===== src/rtl/cpu_types_pkg.sv =====
// Shared types for the pipeline stage: the skid-buffer occupancy state.
package cpu_types_pkg;

  // Encoding doubles as the held-entry count.
  typedef enum logic [1:0] {
    EMPTY = 2'd0,
    ONE   = 2'd1,
    TWO   = 2'd2
  } pstage_state_t;

  function automatic logic [1:0] pstage_occupancy(pstage_state_t s);
    return 2'(s);
  endfunction

endpackage


===== src/rtl/pipe_stage_skid_if.sv =====
// Valid/ready handshake bundle around one pipeline stage (upstream and downstream sides).
interface pipe_stage_skid_if #(
  parameter int unsigned DATA_W = 64
);
  logic              in_valid;
  logic [DATA_W-1:0] in_data;
  logic              in_ready;
  logic              out_valid;
  logic [DATA_W-1:0] out_data;
  logic              out_ready;

  // The stage itself.
  modport slave (
    input  in_valid,
    input  in_data,
    output in_ready,
    output out_valid,
    output out_data,
    input  out_ready
  );

  // The environment driving and draining the stage.
  modport master (
    output in_valid,
    output in_data,
    input  in_ready,
    input  out_valid,
    input  out_data,
    output out_ready
  );
endinterface


===== src/rtl/pipe_stage_skid.sv =====
// Two-entry skid-buffered pipeline stage: registered in_ready/out_valid, FIFO order,
// synchronous flush and a saturating downstream-stall counter.
module pipe_stage_skid
  import cpu_types_pkg::*;
#(
  parameter int unsigned DATA_W        = 64,
  parameter int unsigned CNT_W         = 16,
  parameter bit          ZERO_ON_FLUSH = 1'b1
) (
  input  logic             CLK,
  input  logic             nRST,
  pipe_stage_skid_if.slave bus,
  input  logic             flush,
  output logic [1:0]       occupancy,
  output logic [CNT_W-1:0] stall_cnt
);

  pstage_state_t     state_q, state_d;
  logic [DATA_W-1:0] main_q, main_d;
  logic [DATA_W-1:0] skid_q, skid_d;
  logic [CNT_W-1:0]  stall_cnt_q, stall_cnt_d;

  logic in_ready_w;
  logic out_valid_w;
  logic in_fire;
  logic out_fire;

  // Handshake outputs decode state only, so out_ready never reaches in_ready.
  assign in_ready_w  = (state_q != TWO);
  assign out_valid_w = (state_q != EMPTY);
  assign in_fire     = bus.in_valid & in_ready_w;
  assign out_fire    = out_valid_w & bus.out_ready;

  assign bus.in_ready  = in_ready_w;
  assign bus.out_valid = out_valid_w;
  assign bus.out_data  = main_q;
  assign occupancy     = pstage_occupancy(state_q);
  assign stall_cnt     = stall_cnt_q;

  always_comb begin
    state_d = state_q;
    main_d  = main_q;
    skid_d  = skid_q;
    if (flush) begin
      state_d = EMPTY;
      if (ZERO_ON_FLUSH) begin
        main_d = '0;
        skid_d = '0;
      end
    end else begin
      unique case (state_q)
        EMPTY: begin
          if (in_fire) begin
            main_d  = bus.in_data;
            state_d = ONE;
          end
        end
        ONE: begin
          if (in_fire && out_fire) begin
            main_d = bus.in_data;
          end else if (in_fire) begin
            skid_d  = bus.in_data;
            state_d = TWO;
          end else if (out_fire) begin
            state_d = EMPTY;
          end
        end
        TWO: begin
          if (out_fire) begin
            main_d  = skid_q;
            state_d = ONE;
          end
        end
        default: state_d = EMPTY;
      endcase
    end
  end

  always_comb begin
    stall_cnt_d = stall_cnt_q;
    if (out_valid_w && !bus.out_ready && (stall_cnt_q != {CNT_W{1'b1}})) begin
      stall_cnt_d = stall_cnt_q + CNT_W'(1);
    end
  end

  always_ff @(posedge CLK or negedge nRST) begin
    if (!nRST) begin
      state_q     <= EMPTY;
      main_q      <= '0;
      skid_q      <= '0;
      stall_cnt_q <= '0;
    end else begin
      state_q     <= state_d;
      main_q      <= main_d;
      skid_q      <= skid_d;
      stall_cnt_q <= stall_cnt_d;
    end
  end

endmodule


===== src/flat_wrapper.sv =====
// flat-port wrapper written by rule: the top's interface ports become plain ports
module pipe_stage_skid_flat import cpu_types_pkg::*;
#(
  parameter int unsigned DATA_W        = 64,
  parameter int unsigned CNT_W         = 16,
  parameter bit          ZERO_ON_FLUSH = 1'b1
)
  (CLK, nRST, flush, occupancy, stall_cnt, bus_in_valid, bus_in_data, bus_in_ready, bus_out_valid, bus_out_data, bus_out_ready);
  pipe_stage_skid_if #(.DATA_W(DATA_W)) bus_i ();
  input  logic CLK;
  input  logic nRST;
  input  logic flush;
  output logic [1:0] occupancy;
  output logic [CNT_W-1:0] stall_cnt;
  input wire logic [$bits(bus_i.in_valid)-1:0] bus_in_valid;
  input wire logic [$bits(bus_i.in_data)-1:0] bus_in_data;
  output wire logic [$bits(bus_i.in_ready)-1:0] bus_in_ready;
  output wire logic [$bits(bus_i.out_valid)-1:0] bus_out_valid;
  output wire logic [$bits(bus_i.out_data)-1:0] bus_out_data;
  input wire logic [$bits(bus_i.out_ready)-1:0] bus_out_ready;
  assign bus_i.in_valid = bus_in_valid;
  assign bus_i.in_data = bus_in_data;
  assign bus_in_ready = bus_i.in_ready;
  assign bus_out_valid = bus_i.out_valid;
  assign bus_out_data = bus_i.out_data;
  assign bus_i.out_ready = bus_out_ready;
  pipe_stage_skid #(.DATA_W(DATA_W), .CNT_W(CNT_W), .ZERO_ON_FLUSH(ZERO_ON_FLUSH)) u_core (.CLK(CLK), .nRST(nRST), .bus(bus_i), .flush(flush), .occupancy(occupancy), .stall_cnt(stall_cnt));
endmodule

===== config.mk =====
export PLATFORM = sky130hd
export DESIGN_NAME = pipe_stage_skid_flat
export DESIGN_NICKNAME = d
export VERILOG_FILES = /design/src/rtl/cpu_types_pkg.sv /design/src/rtl/pipe_stage_skid_if.sv /design/src/rtl/pipe_stage_skid.sv /design/src/flat_wrapper.sv
export SDC_FILE = /design/constraint.sdc
export NUM_CORES = 1
export LEC_CHECK = 0
export CORE_AREA = 2 2 137 139
export DETAILED_ROUTE_END_ITERATION = 7
export DIE_AREA = 0 0 139 141
export PLACE_DENSITY = 0.75
export SYNTH_ARGS = -nofsm -noshare
export SYNTH_HDL_FRONTEND = slang
export SYNTH_SLANG_ARGS = --single-unit

===== constraint.sdc =====
create_clock -name CLK -period 3 [get_ports CLK]
set_clock_uncertainty 0.15 [all_clocks]
set_input_delay 0.45 -clock CLK [delete_from_list [all_inputs] [get_ports CLK]]
set_output_delay 0.45 -clock CLK [all_outputs]
set_load 0.1 [all_outputs]

==> results.py <==
metrics = {
    "floorplanning": {
        "die-width_um": 139,
        "pin_count": 153,
        "start_util_pct": 39.0,
        "core_um2": 18300,
        "die_y_um": 141,
        "dieArea_um2": 19600,
        "rows": 50,
    },
    "sta": {
        "maxSlewHeadroom_pct": 52.6,
        "setup_viol": 0,
        "worst_pin_slew_ns": 0.710,
        "fin_tns_setup_ns": 0,
        "period_minus_slack_ns": 2.69,
        "timing.final.ws_setup_ns": 0.305,
        "final_hold_viol_count": 0,
        "whs_ns": 0.369,
        "fmax_mhz": 371,
        "maxSlewViolCount": 0,
        "post-route-period-util_pct": 89.8,
        "rsz0062_at_grt": "no",
    },
    "clocking": {
        "postCtsSetupRepairBufs": 0,
        "cts_sinks": 146,
        "cts_tree": "built",
        "cts_buffer_depth": 2,
        "clkTransAtPathRegs_ns": 0.06,
        "worstSkewPairLatency_ns": 0.41,
        "htreeDepth": 4,
        "root_buffer": "clkbuf_16",
        "cts_resized": 0,
        "cts_buffers": 17,
    },
    "synth": {
        "synth_warnings": 0,
        "synth-edff-count": 0,
        "yosys_register_bits": 146,
        "synth.distinct_cells": 43,
        "avgSynthCellArea_um2": 10.5,
        "syn_area_um2": 7120,
        "mappedNetlistNets": 755,
        "synthArstFlopShare_pct": 100,
        "yosysMostFrequentCell": "dfrtp_1",
        "yosys-top-cells-area": "dfrtp_1, a211oi_2, mux2i_1",
        "synth_common_cells": "dfrtp_1, nand2_1, a21oi_1, mux2i_1, a211oi_2",
        "postSynthCellCount": 679,
        "synth_seq_area_share_pct": 51.3,
        "yosysTopAreaCellShare_pct": 51.3,
        "synth_ff_type": "dfrtp_1",
        "synth_top_cell_by_area": "dfrtp_1",
    },
    "placed_design": {
        "hpwl_mm": 11.5,
        "gp_congestion": 0.745,
        "port_buffers": 152,
        "place_ws_ns": 0.262,
    },
    "critical_path": {
        "cp_max_fo": 54,
        "cp-end-kind": "flip-flop",
        "critPathLaunchType": "flip-flop",
        "cp.required_ns": 3.17,
        "worstPathCellList": "inv_1 > ha_1 > or3b_1 > a222oi_1 > buf_4 > buf_12 > a21oi_1 > a211oi_2",
        "slowest_delay_ns": 0.40,
        "arrival_ns": 2.87,
        "critPathKind": "reg2reg",
        "worst_path_max_delay_cell": "dfrtp_2",
        "critPathBufInv": 3,
        "crit_family": "buffers and inverters",
    },
    "detailed_routing": {
        "drt_iter0_drc": 216,
        "vias": 5681,
        "drtPass1Iterations": 5,
        "avgRoutedWirePerCell_um": 17.2,
        "routed_via_density": 5.35,
        "ant_nets": 0,
        "routed_wl_mm": 18.2,
        "drc": 0,
    },
    "power": {
        "irDropWorstVdd_mv": 0.768,
        "p_leak_nw": 3.82,
        "p_per_area_nw_per_um2": 1160,
    },
    "global_route": {
        "gr-total-overflow": 0,
        "grt_max_degree": 73,
        "grt_pass1_vias": 5671,
        "grtUsageTotal_pct": 18.9,
        "antenna_found_initial": 1,
        "grt_first_pass_wirelength_mm": 30.0,
    },
    "cells_and_area": {
        "sequential_cell_area_um2": 3660,
        "finalNetCount": 891,
        "fill_cells": 1659,
        "multiInputGateArea_um2": 3160,
        "area_growth_pct": 30.9,
        "drive_gt1_share_pct": 25.8,
    },
    "run_status": {
        "status": "finished clean",
    },
    "job": {
        "max_cap_viol_count": 0,
    },
    "worst_hold_path": {
        "hp-class": "reg2reg",
    },
}
[metrics by stage]
stage | std cells | util (%) | cell area [um2] | total power, W
2_1_floorplan | 679 | - | 7120 | 0.00732
4_1_cts | 1060 | 51.0 | 9320 | 0.0109
3_5_place_dp | 1029 | 47.7 | 8710 | 0.00867
5_1_grt | 1060 | 51.0 | 9320 | 0.0113
6_report | 1061 | 51.0 | 9320 | 0.0108
3_3_place_gp | 1029 | 47.7 | 8710 | 0.00860
[final timing paths]
kind | start | end | slack [ns] | depth (start not counted)
setup / recovery | u_core.occupancy[0] | u_core.bus.out_data[30] | 0.31 | 8
hold / removal | u_core.skid_q[11] | u_core.skid_q[11] | 0.37 | 2
setup reg to reg | u_core.occupancy[0] | u_core.bus.out_data[30] | 0.31 | 8
hold reg to reg | u_core.skid_q[11] | u_core.skid_q[11] | 0.37 | 2
max in group asynchronous | nRST | u_core.bus.out_data[42] | 1.52 | 3
min in group asynchronous | nRST | u_core.bus.out_data[12] | 0.42 | 2
[timing repair]
action / CTS / global route
hold buffers: 1 / 0
endpoints found under the hold margin: 55 / 0
endpoints found under the setup margin: 0 / 0
[area by class of cell]
cell class,count,share of cell area [%]
antenna,1,0.0269
clock buffer,22,5.30
clock inverter,8,1.09
inverter,8,0.322
multi-input combinational,467,34.0
sequential,146,39.2
tap,234,3.14
timing repair buffer,175,16.9
[cell families after synthesis]
group | count (synthesis) | share of synthesized area (%)
compound gates | 207 | 21.6
simple gates | 176 | 10.5
flops | 146 | 51.3
mux | 69 | 9.77
buf+inv | 66 | 4.52
xor+xnor | 8 | 0.984
fa+ha+maj | 7 | 1.23
[cells in the final DEF, fill, tap and decap left out, types with 3 or more instances in the layout]
master           netlist  final
dfrtp_1              146    144
nand2_1              132    132
a21oi_1              128    128
buf_4                  7     99
clkdlybuf4s50_1        0     66
mux2i_1               65     65
a211oi_2              60     60
clkbuf_16              0     17
inv_1                  8      8
nand3_1                9      8
nor2_1                 8      8
buf_12                 0      7
ha_1                   7      6
clkbuf_8               0      5
nand4_1                4      4
xnor2_1                4      4
mux2_2                 4      4
xor2_1                 4      4
a211oi_1               4      4
or2_2                  3      3
nor4_1                 3      3
nor3_1                 3      3
clkinvlp_4             0      3
[state kept, by name (all words and copies together), names as in the netlist]
| name | count |
|---|---|
| u_core.bus.out_data | 64 |
| u_core.occupancy | 2 |
| u_core.skid_q | 64 |
| u_core.stall_cnt | 16 |
[per-layer routing]
layer	global-route usage (%)	vias to the layer above	routed length [um]
met1	26.0	2836	8420
met3	4.42	16	881
met4	5.64	0	247
met2	29.9	153	8680
met5	0	-	0
li1	-	2676	-
[where the power goes]
group / internal (W) / total (W) / switching [W]
logic: 0.00153 / 0.00586 / 0.00433
registers: 0.00243 / 0.00276 / 0.000330
clock network: 0.00133 / 0.00214 / 0.000814
[worst reg2reg max path, stage by stage (launching register included)]
cell and delay, ns:
dfrtp_2 0.40, inv_1 0.12, ha_1 0.32, or3b_1 0.40, a222oi_1 0.27, buf_4 0.26, buf_12 0.28, a21oi_1 0.15
a211oi_2 0.26
Power figures use the tool's default switching activity.
